[config.mk]
export PLATFORM = sky130hd
export DESIGN_NAME = l2_bus_arbiter_2p
export DESIGN_NICKNAME = d
export VERILOG_FILES = /design/src/rtl/l2_bus_arbiter_2p.sv
export SDC_FILE = /design/constraint.sdc
export NUM_CORES = 1
export LEC_CHECK = 0
export CORE_AREA = 2 2 106 108
export DETAILED_ROUTE_END_ITERATION = 7
export DIE_AREA = 0 0 108 110
export HOLD_SLACK_MARGIN = 0.06
export PLACE_DENSITY = 0.68
export SYNTH_ARGS = -nofsm -noshare
export SYNTH_HDL_FRONTEND = slang
export SYNTH_SLANG_ARGS = --single-unit
[constraint.sdc]
create_clock -name clk -period 2.1 [get_ports clk]
set_input_delay 0.21 -clock clk [delete_from_list [all_inputs] [get_ports clk]]
set_output_delay 0.21 -clock clk [all_outputs]
set_load 0.02 [all_outputs]
[src/rtl/l2_bus_arbiter_2p.sv]
// Purpose: round-robin arbiter sharing one L2 memory port between I-cache (p0) and D-cache (p1) miss paths.
// Latency: grant one cycle after request; L2 side and grants are combinational from registered state.
// Backpressure: owner held while l2_ack stalls (no timeout); forced release after BURST_LEN acks via one GAP cycle.
module l2_bus_arbiter_2p #(
   parameter int BURST_LEN = 8,
   parameter int CNT_W     = 4
) (
   input  logic        clk,
   input  logic        rst,
   input  logic        p0_mem_en,
   input  logic        p0_mem_wr_en,
   input  logic [31:0] p0_addr,
   input  logic [31:0] p0_wr_data,
   output logic        p0_rd_granted,
   output logic        p0_wr_granted,
   input  logic        p1_mem_en,
   input  logic        p1_mem_wr_en,
   input  logic [31:0] p1_addr,
   input  logic [31:0] p1_wr_data,
   output logic        p1_rd_granted,
   output logic        p1_wr_granted,
   output logic [31:0] p_rd_data,
   output logic        p0_ack,
   output logic        p1_ack,
   output logic        l2_en,
   output logic        l2_wr_en,
   output logic [31:0] l2_addr,
   output logic [31:0] l2_wr_data,
   input  logic [31:0] l2_rd_data,
   input  logic        l2_ack,
   output logic [1:0]  owner
);

   localparam logic [1:0] IDLE = 2'd0;
   localparam logic [1:0] OWN0 = 2'd1;
   localparam logic [1:0] OWN1 = 2'd2;
   localparam logic [1:0] GAP  = 2'd3;

   localparam logic [CNT_W-1:0] CNT_ONE  = CNT_W'(1);
   localparam logic [CNT_W-1:0] BEAT_MAX = CNT_W'(BURST_LEN);

   logic [1:0]       state;
   logic [1:0]       state_nxt;
   logic             last;
   logic             last_nxt;
   logic [CNT_W-1:0] cnt;
   logic [CNT_W-1:0] cnt_nxt;

   logic             arb_req;
   logic             arb_port;
   logic             own_port;
   logic             own_en;
   logic             burst_done;

   // Pick a winner for IDLE/GAP: lone requester wins, a tie goes to the port that did not own last.
   always_comb begin
      arb_req  = p0_mem_en | p1_mem_en;
      arb_port = p1_mem_en;
      if (p0_mem_en && p1_mem_en) begin
         arb_port = ~last;
      end
   end

   // Current owner's request and the burst-limit hit on this ack.
   always_comb begin
      own_port   = (state == OWN1);
      own_en     = own_port ? p1_mem_en : p0_mem_en;
      burst_done = ((cnt + CNT_ONE) == BEAT_MAX);
   end

   // Next-state, last-owner and beat-counter logic.
   always_comb begin
      state_nxt = state;
      last_nxt  = last;
      cnt_nxt   = cnt;
      case (state)
         IDLE, GAP: begin
            if (arb_req) begin
               state_nxt = arb_port ? OWN1 : OWN0;
               cnt_nxt   = '0;
            end else begin
               state_nxt = IDLE;
            end
         end
         OWN0, OWN1: begin
            if (l2_ack) begin
               cnt_nxt = cnt + CNT_ONE;
            end
            // A dropped request releases immediately; otherwise the burst limit forces a GAP.
            if (!own_en) begin
               state_nxt = IDLE;
               last_nxt  = own_port;
            end else if (l2_ack && burst_done) begin
               state_nxt = GAP;
               last_nxt  = own_port;
            end
         end
         default: begin
            state_nxt = IDLE;
         end
      endcase
   end

   // State registers; reset drops ownership and lets port 0 win the first tie.
   always_ff @(posedge clk or posedge rst) begin
      if (rst) begin
         state <= IDLE;
         last  <= 1'b1;
         cnt   <= '0;
      end else begin
         state <= state_nxt;
         last  <= last_nxt;
         cnt   <= cnt_nxt;
      end
   end

   // Grant decode and L2 mux; grants follow the live wr_en so read/write turnaround is legal mid-grant.
   always_comb begin
      p0_rd_granted = 1'b0;
      p0_wr_granted = 1'b0;
      p1_rd_granted = 1'b0;
      p1_wr_granted = 1'b0;
      p0_ack        = 1'b0;
      p1_ack        = 1'b0;
      l2_en         = 1'b0;
      l2_wr_en      = 1'b0;
      l2_addr       = '0;
      l2_wr_data    = '0;
      owner         = 2'd0;
      if (!rst) begin
         case (state)
            OWN0: begin
               p0_rd_granted = ~p0_mem_wr_en;
               p0_wr_granted = p0_mem_wr_en;
               p0_ack        = l2_ack;
               l2_en         = p0_mem_en;
               l2_wr_en      = p0_mem_en & p0_mem_wr_en;
               l2_addr       = p0_addr;
               l2_wr_data    = p0_wr_data;
               owner         = 2'd1;
            end
            OWN1: begin
               p1_rd_granted = ~p1_mem_wr_en;
               p1_wr_granted = p1_mem_wr_en;
               p1_ack        = l2_ack;
               l2_en         = p1_mem_en;
               l2_wr_en      = p1_mem_en & p1_mem_wr_en;
               l2_addr       = p1_addr;
               l2_wr_data    = p1_wr_data;
               owner         = 2'd2;
            end
            default: begin
               owner = 2'd0;
            end
         endcase
      end
   end

   // Read data is broadcast; each consumer qualifies it with its own ack.
   assign p_rd_data = l2_rd_data;

endmodule

==> impl_metrics.tcl, run 1 <==
set metrics [dict create \
    reg2reg_from "state[0]" \
    r2r_setup_slack_ns 0.60 \
    r2r_end "cnt[0]" \
    yosysWarnings 0 \
    grt_usage 0.121 \
    met2_usage 0.236 \
    pwr-share-seq 0.077 \
    synthCells 253 \
    grt_pass1_vias 2342 \
    first_pass_iters 4 \
    synth_fp_nets 425 \
    clkPwrFrac 0.062 \
    drtIter0Drc 175 \
    die_area_sq_mm 0.0119 \
    cp_cell_sequence "inv_1 > ha_4 > or2_2 > buf_12 > nor2_1 > clkdlybuf4s15_2" \
    numCtsBuffers 3 \
    ys.flop_type "dfrtp_1" \
    critPathRequiredTime_ns 1.89 \
    grt_max_degree 39 \
    finalCritPeriodShare 0.974 \
    area_growth_pct 113 \
    grt_first_pass_wirelength_microns 11800 \
    yosys.area.top_type "a22oi_1" \
    synth_seq_area_share 0.104 \
    drive_gt1_frac 0.205 \
    min_path_type "input pin to output pin" \
    pre_cts_slack_ns -0.0962 \
    core_sq_mm 0.0107 \
    vias 2504 \
    slew_headroom 0.838 \
    port_buffers 208 \
    drc 0 \
    grt-busiest-layer "met2" \
    final_cells 560 \
    worstSetupEndpointType "output pin" \
    critPathBufInv 3 \
    grt_antenna_before_repair 0 \
    p_leak_nw 1.43 \
    worstPathMaxFanout 28 \
    clkTransAtPathRegs_ns 0.04 \
    nets 593 \
    viasPerCell 4.47 \
    final_util 0.336 \
    max_cap_violations 0 \
    num_rows 38 \
    cpPeakStageDelay_ns 0.37 \
    rsz0062_at_grt "false" \
    htreeDepth 1 \
    synth_edf_count 0 \
    slew_violations 0 \
    critPathKind "flop to output pin" \
    yosysTopAreaCellShare 0.284 \
    max_freq_mhz 489 \
    worst_slack_ns 0.0543 \
    start_util 0.158 \
    cts_tree "done" \
    outcome "complete, no violations" \
    yosys-top-cells-count "nor2_1 (66), a22oi_1 (64), buf_4 (35), buf_2 (11), nand2_1 (7)" \
    power_frac_comb 0.861 \
    gp_congestion 0.702 \
    p_per_area_mw_per_mm2 846 \
    cp_top_family "buffers and inverters" \
    fp.dieW_microns 108 \
    cts.sinks 7 \
    wl_per_cell_microns 15.1 \
    holdPathStages 0 \
    placed_cells 556 \
    clk_path_buf_depth 2 \
    grt_use_met1 0.137 \
    ys_top_cells_by_area "a22oi_1 (28%), buf_4 (16%), nor2_1 (15%)" \
    cp-start-kind "flop" \
    synth.distinct_cells 31 \
    hold_start "l2_rd_data[12]" \
    pin_count 273 \
    synthArstFlopShare 1.00 \
    fin_worst_skew_ns 0.00380 \
    ff2ff_path_depth 6 \
    vdd_ir_drop_max_v 0.000445 \
    root_buffer "clkbuf_8" \
    switching_power_w 0.00155 \
    postSynthAreaPerCell_sq_um 6.68 \
    chipHeight_microns 110 \
    yosysMostFrequentCell "nor2_1" \
    switching_share 0.508 \
    internal_power_w 0.00150 \
    worst_pin_slew_ns 0.243 \
    timing.hold.worst_endpoint "p_rd_data[12]" \
    routed_wl_microns 8470 \
    synth_seq_cells 7 \
    finalSetupViolCount 0 \
    diodes 0 \
    worstSkewPairLatency_ns 0.23 \
    hold_violations 0 \
    finalCriticalPeriod_ns 2.05 \
    syn-cell-area_sq_mm 0.00169 \
    post_cts_buffers 0 \
    hpwl_microns 6690 \
    crit_start "state[0]" \
    globalRouteMet3Util 0.0247 \
    critPathSlowestCell "dfrtp_1" \
    crit_arrival_ns 1.84 \
    ant_nets 0 \
    tns_ns 0 \
    grt_overflow 0 \
]
worst max path at each step:
stage | end | slack [ns] | depth (start not counted)
3_3_place_gp | l2_wr_en | -0.09 | 6
2_1_floorplan | l2_addr[0] | 0.28 | 6
6_report | l2_addr[22] | 0.05 | 6
5_1_grt | l2_wr_data[3] | 0.0003 | 6
4_1_cts | l2_addr[29] | 0.03 | 6
3_5_place_dp | l2_wr_data[26] | -0.1 | 6
worst reg2reg max path, cell delays in order, from the launching register on:
cell	delay, ns
dfrtp_1	0.37
inv_1	0.10
ha_4	0.21
buf_4	0.17
nor2b_1	0.19
a21oi_1	0.07
mux2_2	0.27
layout by cell type, fill, tap and decap left out, drive strengths merged, types with 4 or more instances in the layout:
cell	count
clkdlybuf4s15	26
dfrtp	6
nand3	4
dlygate4sd2	6
clkbuf	18
o21ai	5
clkdlybuf4s50	135
nor2	66
a22oi	64
a21oi	5
nor2b	5
and2	4
buf	37
ha	5
nand2	7
stage by stage:
step                cell area (sq um)  hold WS [ns]  total power [W]
floorplan                        1690        0.0234          0.00198
global placement                 3720         0.420          0.00295
detailed placement               3720         0.420          0.00300
CTS                              3830         0.420          0.00315
global route                     3600         0.420          0.00331
finish                           3600         0.420          0.00305
registers in the layout, summed over array words and instances (netlist names):
signal / cells
state: 2
cnt: 4
last: 1
what timing repair did:
item,4_1_cts,5_1_grt
hold buffers,0,0
endpoints found under the setup margin,72,41
gates resized for setup,191,41
kinds of logic (layout without fill, tap and decap cells):
logic type	Yosys count	count (layout)	share of synthesized area
buffers and inverters	59	226	0.239
AND/OR/NAND/NOR	97	97	0.248
AO/OA/AOI/OAI	81	81	0.348
XOR/XNOR	2	2	0.0104
adder cells (fa/ha/maj)	5	5	0.0370
multiplexers	2	2	0.0126
flip-flops	7	7	0.104
routing by layer:
layer  wire (microns)  part of all wire  vias up
met5                0                 0        -
met4               36            0.0042        0
met3              735             0.087        8
met2             4630              0.55      136
met1             3070              0.36     1157
li1                 -                 -     1203
power by group through the flow:
stage               clock network (W)  logic [W]  registers (W)
floorplan                           0    0.00175       0.000228
global placement                    0    0.00272       0.000230
detailed placement                  0    0.00277       0.000234
CTS                          0.000192    0.00272       0.000234
global route                 0.000205    0.00286       0.000240
finish                       0.000189    0.00262       0.000234
layout make-up:
class                      count  area [sq um]
multi-input combinational    187          1120
timing repair buffer         219          2070
tap                          140           175
fill                        1155          7100
clock buffer                   4          45.0
sequential                     7           176
inverter                       3          11.3
Note: power is estimated with default switching activity, not from simulation.
==> run 2: changes to the inputs <==
Settings changed: CTS_CLUSTER_DIAMETER set to 150, MAX_ROUTING_LAYER set to met4.
==> run 2 against run 1 <==
Against the previous run:
- sequential share of layout area unchanged
- via count up 0.64%
- largest cell class unchanged
- clock skew down 0.00085 ns
- clock power about the same
- sequential power about the same
- final cell count unchanged
- register-to-register slack about the same
- count of clock-buffer cells in the layout unchanged
- total power up 0.17%
- worst hold slack unchanged
- largest power group unchanged
- highest routed layer unchanged
- global-route usage up 0.37 points
==> impl_metrics.tcl, run 2 (synthesis gave the netlist of run 1 again) <==
set metrics [dict create \
    gp_congestion 0.710 \
    drc 0 \
    internal_power_w 0.00150 \
    clkTransAtPathRegs_ns 0.04 \
    final_cell_mix "clkdlybuf4s50_1 (135), nor2_1 (66), a22oi_1 (64), clkdlybuf4s15_2 (26), buf_2 (26)" \
    critPathRequiredTime_ns 1.89 \
    root_buffer "clkbuf_8" \
    start_util 0.158 \
    postLayoutCellArea_sq_mm 0.00360 \
    p_per_area_mw_per_mm2 848 \
    slew_violations 0 \
    cp_cell_sequence "inv_1 > ha_4 > or2_2 > buf_12 > nor2_1 > clkdlybuf4s15_2" \
    critPathKind "flop to output pin" \
    pwr-share-seq 0.077 \
    hpwl_microns 6690 \
    cp-start-kind "flop" \
    p_leak_nw 1.43 \
    critPathBufInv 3 \
    switching_share 0.509 \
    final_common_cell "clkdlybuf4s50_1" \
    cpPeakStageDelay_ns 0.37 \
    worstPathMaxFanout 38 \
    worstSkewPairLatency_ns 0.22 \
    cts.sinks 7 \
    chipHeight_microns 110 \
    placed_cell_area_sq_mm 0.00372 \
    cts_tree "done" \
    diodes 0 \
    vias 2520 \
    finalCritPeriodShare 0.974 \
    grt_overflow 0 \
    grt_max_degree 39 \
    final_cells 560 \
    finalSetupViolCount 0 \
    fillers 1155 \
    crit_arrival_ns 1.84 \
    core_sq_mm 0.0107 \
    regMostFlops "cnt" \
    critPathSlowestCell "dfrtp_1" \
    placed_cells 556 \
    worstSetupEndpointType "output pin" \
    clkPwrFrac 0.062 \
    numCtsBuffers 3 \
    fp.dieW_microns 108 \
    power_frac_comb 0.862 \
    outcome "complete, no violations" \
    largest_reg_flops 4 \
    regArea_sq_um 176 \
    finalCriticalPeriod_ns 2.05 \
    drtIter0Drc 162 \
    multi_input_comb_area_sq_mm 0.00112 \
    rsz0062_at_grt "false" \
    first_pass_iters 4 \
    pin_count 273 \
    area_growth_pct 113 \
    worst_pin_slew_ns 0.245 \
    port_buffers 208 \
    power_w 0.00305 \
    slew_headroom 0.836 \
    switching_power_w 0.00155 \
    htreeDepth 1 \
    cp_top_family "buffers and inverters" \
    grt_usage 0.125 \
    clk_path_buf_depth 2 \
    vdd_ir_drop_max_v 0.000448 \
    routed_wl_microns 8490 \
    min_path_type "input pin to output pin" \
    wl_per_cell_microns 15.2 \
    nets 593 \
    grt_pass1_vias 2341 \
    grt_first_pass_wirelength_microns 11800 \
    die_area_sq_mm 0.0119 \
    drive_gt1_frac 0.205 \
    ant_nets 0 \
    largest_registers "cnt x4, state x2, last x1" \
    viasPerCell 4.50 \
    num_rows 38 \
    max_freq_mhz 489 \
    holdWs_ns 0.420 \
    fin_worst_skew_ns 0.00295 \
    max_cap_violations 0 \
    grt_antenna_before_repair 0 \
    hold_violations 0 \
]
run 2: final timing paths:
path / startpoint / to / slack [ns] / cells past startpoint
setup / recovery: state[0] / l2_wr_data[12] / 0.05 / 6
hold / removal: l2_rd_data[12] / p_rd_data[12] / 0.42 / 0
setup reg to reg: state[0] / cnt[0] / 0.60 / 6
hold reg to reg: cnt[1] / cnt[1] / 0.58 / 1
max in group asynchronous: rst / last / 1.36 / 4
min in group asynchronous: rst / cnt[0] / 0.52 / 4
run 2: layout make-up:
cell class	count	area share
well taps	140	0.0487
inverters	3	0.00313
clock buffers	4	0.0125
flip-flops and latches	7	0.0490
multi-input cells	187	0.312
repair buffers	219	0.574
run 2: power groups by stage:
stage | sequential [W] | clock, W | combinational [W]
2_1_floorplan | 0.000228 | 0 | 0.00175
3_3_place_gp | 0.000230 | 0 | 0.00272
3_5_place_dp | 0.000234 | 0 | 0.00277
4_1_cts | 0.000234 | 0.000192 | 0.00272
5_1_grt | 0.000240 | 0.000205 | 0.00286
6_report | 0.000234 | 0.000188 | 0.00263
run 2: worst register-to-register path, stage by stage, from the launching register on:
cell     delay (ns)
dfrtp_1        0.37
inv_1          0.10
ha_4           0.21
buf_4          0.18
nor2b_1        0.19
a21oi_1        0.07
mux2_2         0.27
run 2: timing repair:
| action | CTS | global route |
|---|---|---|
| resized for setup | 191 | 41 |
| hold buffers | 0 | 0 |
| pin swaps | 0 | 0 |
| endpoints found under the setup margin | 72 | 41 |
| setup buffers | 0 | 0 |
run 2: per-layer routing:
metal | GRT usage | share of wire | vias up
li1 | - | - | 1203
met1 | 0.139 | 0.36 | 1176
met2 | 0.237 | 0.55 | 137
met3 | 0.0229 | 0.090 | 4
met4 | 0.0174 | 0.0034 | 0
met5 | - | 0 | -
run 2: per-stage QoR:
step	TNS, ns	worst slack [ns]	util
2_1_floorplan	0	0.284	-
3_3_place_gp	-3.78	-0.0889	0.347
3_5_place_dp	-4.50	-0.0962	0.347
4_1_cts	0	0.0286	0.358
5_1_grt	0	0.000253	0.336
6_report	0	0.0536	0.336
